[src/rtl/branch_target_predictor_pkg.sv]
// ============================================================================
// Module : branch_target_predictor_pkg
// Brief  : Shared processor constants for the branch target predictor.
// Rev    : 1.0
// ============================================================================
`default_nettype none

package branch_target_predictor_pkg;

    localparam int unsigned BTP_ADDRESS_WIDTH = 32;
    localparam int unsigned BTP_INDEX_WIDTH   = 6;
    // Word-aligned PCs: the two lowest bits never reach index or tag.
    localparam int unsigned BTP_TAG_WIDTH     = BTP_ADDRESS_WIDTH - BTP_INDEX_WIDTH - 2;

endpackage : branch_target_predictor_pkg

`default_nettype wire

[src/rtl/mux_2_to_1.sv]
// ============================================================================
// Module : mux_2_to_1
// Brief  : Parameterized-width combinational 2:1 multiplexer.
// Rev    : 1.0
// ============================================================================
`default_nettype none

module mux_2_to_1 #(
    parameter int WIDTH = 32
) (
    input  logic [WIDTH-1:0] IN1,
    input  logic [WIDTH-1:0] IN2,
    input  logic             SELECT,
    output logic [WIDTH-1:0] OUT
);

    assign OUT = SELECT ? IN2 : IN1;

endmodule : mux_2_to_1

`default_nettype wire

[src/rtl/branch_target_predictor.sv]
// ============================================================================
// Module : branch_target_predictor
// Brief  : Direct-mapped branch target buffer, combinational lookup, 1-cycle train.
// Rev    : 1.0
// ============================================================================
`default_nettype none

module branch_target_predictor
    import branch_target_predictor_pkg::*;
#(
    parameter int ADDRESS_WIDTH = BTP_ADDRESS_WIDTH,
    parameter int INDEX_WIDTH   = BTP_INDEX_WIDTH
) (
    input  logic                     CLK,
    input  logic                     RESET_N,
    input  logic [ADDRESS_WIDTH-1:0] PC,
    input  logic [ADDRESS_WIDTH-1:0] PC_EXECUTION,
    input  logic [ADDRESS_WIDTH-1:0] PC_PREDICT_LEARN,
    input  logic                     PC_PREDICT_LEARN_SELECT,
    output logic [ADDRESS_WIDTH-1:0] PC_PREDICTED,
    output logic                     PC_PREDICTOR_STATUS
);

    localparam int TAG_WIDTH = ADDRESS_WIDTH - INDEX_WIDTH - 2;
    localparam int DEPTH     = 1 << INDEX_WIDTH;

    logic [DEPTH-1:0]         valid_q;
    logic [DEPTH-1:0]         valid_d;
    logic [TAG_WIDTH-1:0]     tag_q    [DEPTH];
    logic [ADDRESS_WIDTH-1:0] target_q [DEPTH];

    logic [INDEX_WIDTH-1:0]   w_rd_idx;
    logic [TAG_WIDTH-1:0]     w_rd_tag;
    logic [INDEX_WIDTH-1:0]   w_wr_idx;
    logic [TAG_WIDTH-1:0]     w_wr_tag;
    logic [ADDRESS_WIDTH-1:0] w_pc_plus4;
    logic                     w_hit;
    logic                     w_unused_exec_lsbs;

    assign w_rd_idx = PC[INDEX_WIDTH+1:2];
    assign w_rd_tag = PC[ADDRESS_WIDTH-1:INDEX_WIDTH+2];
    assign w_wr_idx = PC_EXECUTION[INDEX_WIDTH+1:2];
    assign w_wr_tag = PC_EXECUTION[ADDRESS_WIDTH-1:INDEX_WIDTH+2];
    assign w_unused_exec_lsbs = ^PC_EXECUTION[1:0];

    // Reads see the registered table only, so a same-cycle write is not bypassed.
    assign w_hit      = valid_q[w_rd_idx] && (tag_q[w_rd_idx] == w_rd_tag);
    assign w_pc_plus4 = PC + ADDRESS_WIDTH'(4);

    always_comb begin
        valid_d = valid_q;
        if (PC_PREDICT_LEARN_SELECT) begin
            valid_d[w_wr_idx] = 1'b1;
        end
    end

    always_ff @(posedge CLK or negedge RESET_N) begin
        if (!RESET_N) begin
            valid_q <= '0;
        end else begin
            valid_q <= valid_d;
        end
    end

    // Payload arrays carry no reset; a cleared valid bit makes them don't-care.
    always_ff @(posedge CLK) begin
        if (PC_PREDICT_LEARN_SELECT) begin
            tag_q[w_wr_idx]    <= w_wr_tag;
            target_q[w_wr_idx] <= PC_PREDICT_LEARN;
        end
    end

    mux_2_to_1 #(
        .WIDTH (ADDRESS_WIDTH)
    ) u_next_pc_mux (
        .IN1    (w_pc_plus4),
        .IN2    (target_q[w_rd_idx]),
        .SELECT (w_hit),
        .OUT    (PC_PREDICTED)
    );

    assign PC_PREDICTOR_STATUS = w_hit;

endmodule : branch_target_predictor

`default_nettype wire

[config.mk]
export PLATFORM = sky130hd
export DESIGN_NAME = branch_target_predictor
export DESIGN_NICKNAME = d
export VERILOG_FILES = /design/src/rtl/branch_target_predictor_pkg.sv /design/src/rtl/mux_2_to_1.sv /design/src/rtl/branch_target_predictor.sv
export SDC_FILE = /design/constraint.sdc
export NUM_CORES = 2
export LEC_CHECK = 0
export CAP_MARGIN = 20
export CORE_UTILIZATION = 55
export CTS_CLUSTER_SIZE = 8
export DETAILED_ROUTE_END_ITERATION = 8
export PLACE_DENSITY = 0.74
export SLEW_MARGIN = 20
export SYNTH_ARGS = -nofsm -noshare
export SYNTH_HDL_FRONTEND = slang
export SYNTH_SLANG_ARGS = --single-unit
[constraint.sdc]
create_clock -name CLK -period 6.45 [get_ports CLK]
set_input_delay 1.6125 -clock CLK [delete_from_list [all_inputs] [get_ports CLK]]
set_output_delay 1.6125 -clock CLK [all_outputs]
set_load 0.02 [all_outputs]
==> flow_summary_export.csv <==
group,metric,value,unit
outcome,status,"finished with violations",
outcome,failed_checks,"setup timing",
yosys,synthTopCellsByCount,"edfxtp_1 (3,584), mux4_2 (1,074), buf_2 (118), nor2_1 (103), nand2_1 (99)",
power_and_ir_drop,powerDensity,328,nW/um^2
global_route,grt_util_met3,10.9,%
placement,dp_hpwl,217,mm
critical_path,critical_path.endpoint_type,"output pin",
floorplanning,dieWidth,507,um
sta,tns,-18860,ps
placement,dp_slack,-1270,ps
power_and_ir_drop,switching_power,11.6,mW
yosys,syn_nets,5895,
yosys,synth-edff-count,3584,
global_route,met1_usage,43.5,%
cts,clk_pin_slew,50,ps
global_route,antenna_found_initial,29,
critical_path,cp.arrival,5530,ps
power_and_ir_drop,power_leakage,53.4,nW
global_route,grt_overflow,0,
floorplanning,rows,184,
sta,timing.final.ws_setup,-695,ps
sta,rsz0062_at_grt,"true",
detailed_routing,totalWireLength,450,mm
detailed_routing,via_count,75193,
yosys,ys_seq_area_share,77.9,%
critical_path,required,4840,ps
power_and_ir_drop,p_clk_share,45.9,%
power_and_ir_drop,total_power,54.3,mW
cts,cts_made_buffers,538,
placement,place_congestion,0.873,
yosys,synth_top_cells_by_area,"edfxtp_1 (77%), mux4_2 (17%), dfrtp_1 (1.1%), mux2i_1 (0.56%), buf_2 (0.42%)",
sta,finClkSkew,0,ps
global_route,grt_pass1_vias,76037,
placement,io_buffers,129,
layout,fin_nets,6838,
sta,tightest_slew,1220,ps
sta,finalSetupViolations,33,
yosys,synth_cell_type_count,65,
layout,area_growth,18.2,%
cts,insertion_delay,970,ps
cts,htreeDepth,6,
cts,ctsHoldBuffers,0,
power_and_ir_drop,seqPwrFrac,48.7,%
cts,root_buffer,"clkbuf_16",
run,maxCapViolCount,0,
yosys,synth_ff_type,"edfxtp_1",
floorplanning,ios,132,
yosys,synth_most_common_cell,"edfxtp_1",
power_and_ir_drop,switching_share,21.3,%
global_route,grt_usage,35.2,%
cts,tritoncts,"yes",
worst_hold_path,worst_hold_path_type,"flop to flop",
detailed_routing,drc,0,
sta,post-route-period-util,111,%
layout,drive_above_1_share,37.7,%
sta,slew_headroom,18.8,%
power_and_ir_drop,ir_drop,0.382,mV
critical_path,cp-start-kind,"primary input",
cts,clock_sinks,3648,
power_and_ir_drop,power.internal,42.7,mW
sta,layout_min_cycle_time,7140,ps
global_route,grt_pass1_wl,611,mm
critical_path,criticalPathCategory,"primary input to output pin",
yosys,synth_warnings,0,
detailed_routing,routed_via_density,7.39,
yosys,synth_top_cell_area_share,76.8,%
yosys,postSynthAreaPerCell,24.2,sq um
detailed_routing,wl_per_cell,44.2,um
floorplanning,die_y,507,um
global_route,busiest_layer,"met2",
power_and_ir_drop,comb_power_share,5.5,%
cts,clock_path_buffers,4,
sta,drv_slew,0,
yosys,syn-cell-area,140000,sq um
floorplanning,coreArea,252000,sq um
detailed_routing,first_iter_violations,12969,
yosys,synth_top_area_cell,"edfxtp_1",
critical_path,path_max_fanout,18,
yosys,async_flop_share,1.75,%
yosys,synthCells,5795,
global_route,grt_max_degree,69,
sta,hold_violations,0,
detailed_routing,drt_first_pass_iters,8,
sta,max_freq,0.140,GHz
floorplanning,initial_core_util,55.5,%
floorplanning,die_area,257000,sq um
yosys,synth-seq-cells,3648,
detailed_routing,drtAntennaViolNets,0,
global_route,use_met2,54.1,%
final cells by class:
cell class              count  area, sq um
fillers                 15007        86700
diodes                     18         45.0
repair buffers            705         7580
well taps                3348         4190
clock inverters            27          290
clock buffers             582        14000
inverters                  11         51.3
flip-flops and latches   3648       109000
multi-input cells        1834        30200
power groups by stage:
stage | Combinational (mW) | Sequential, mW | Clock (mW)
final | 2.97 | 26.4 | 24.9
after global routing | 3.04 | 26.4 | 25.8
after CTS | 2.88 | 26.4 | 24.9
after detailed placement | 2.72 | 26.8 | 0
after global placement | 2.65 | 26.8 | 0
after floorplan | 1.51 | 26.8 | 0
sequential cells by signal, indices dropped and copies added, names as in the netlist:
name	flops
tag_q	1536
valid_q	64
target_q	2048
cells by family (layout without fill, tap and decap cells):
group	Yosys count	in the layout	synth area share, %
muxes	1202	1202	18.3
xor gates and xnor gates	45	45	0.281
and+or+nand+nor	397	397	1.41
DFF	3648	3648	77.9
AOI/OAI and AO/OA	189	189	0.955
adders and majority gates	1	1	0.00893
other	0	18	0
buffers and inverters	313	1325	1.10
per-layer routing:
| layer | up-vias | wire length (um) |
|---|---|---|
| met1 | 38885 | 140000 |
| met4 | 14 | 35600 |
| met3 | 1805 | 64900 |
| li1 | 26706 | - |
| met2 | 7783 | 209000 |
| met5 | - | 108 |
what timing repair did:
item / in CTS / in global routing
pin swaps: 16 / 7
buffers inserted: 25 / 5
endpoints found under the setup margin: 33 / 33
gates cloned: 13 / 2
hold endpoints to repair: 0 / 0
gates resized for setup: 208 / 48
layout by cell type, fill, tap and decap left out, types with 14 or more instances in the layout:
cell / n
edfxtp_1: 3584
a22oi_1: 23
nor2_4: 64
or2_2: 64
xnor2_1: 32
nand3_1: 39
a21oi_1: 26
dfrtp_1: 64
buf_2: 52
mux2_4: 31
mux4_2: 1074
inv_6: 18
o22ai_1: 21
nand2_1: 97
clkbuf_1: 28
o21ai_0: 14
buf_12: 130
mux2i_1: 73
diode_2: 18
nor2_1: 38
clkdlybuf4s50_1: 36
buf_4: 412
clkbuf_16: 556
nor2b_1: 15
buf_6: 48
mux2_2: 18
stage by stage:
step	utilization [%]	hold WS, ps	instance area [sq um]	cells
6_report	65.6	465	166000	10173
5_1_grt	65.6	473	166000	10162
4_1_cts	65.5	466	165000	10147
3_5_place_dp	59.4	448	150000	9502
3_3_place_gp	59.4	445	150000	9501
2_1_floorplan	-	434	141000	5795
worst paths after layout:
path,start,end,slack (ps),cells past startpoint
worst max register to register,valid_q[26],valid_q[26],5620,1
worst max-delay path,PC[4],PC_PREDICTED[29],-690,17
min in group asynchronous,RESET_N,valid_q[3],820,2
worst min-delay path,valid_q[13],valid_q[13],460,1
worst min register to register,valid_q[13],valid_q[13],460,1
max in group asynchronous,RESET_N,valid_q[29],5020,2
critical path, stage by stage:
cell and delay, ps:
buf_8 210, buf_12 190, buf_6 220, mux2_2 370, o21ai_0 210, o21ai_0 160, a2111oi_2 430, buf_4 210
or3_1 100, nand4_1 170, nor4_4 220, buf_4 180, nand4_4 190, buf_12 200, buf_16 160, mux2_4 420
buf_6 170
Note: power is estimated with default switching activity, not from simulation.
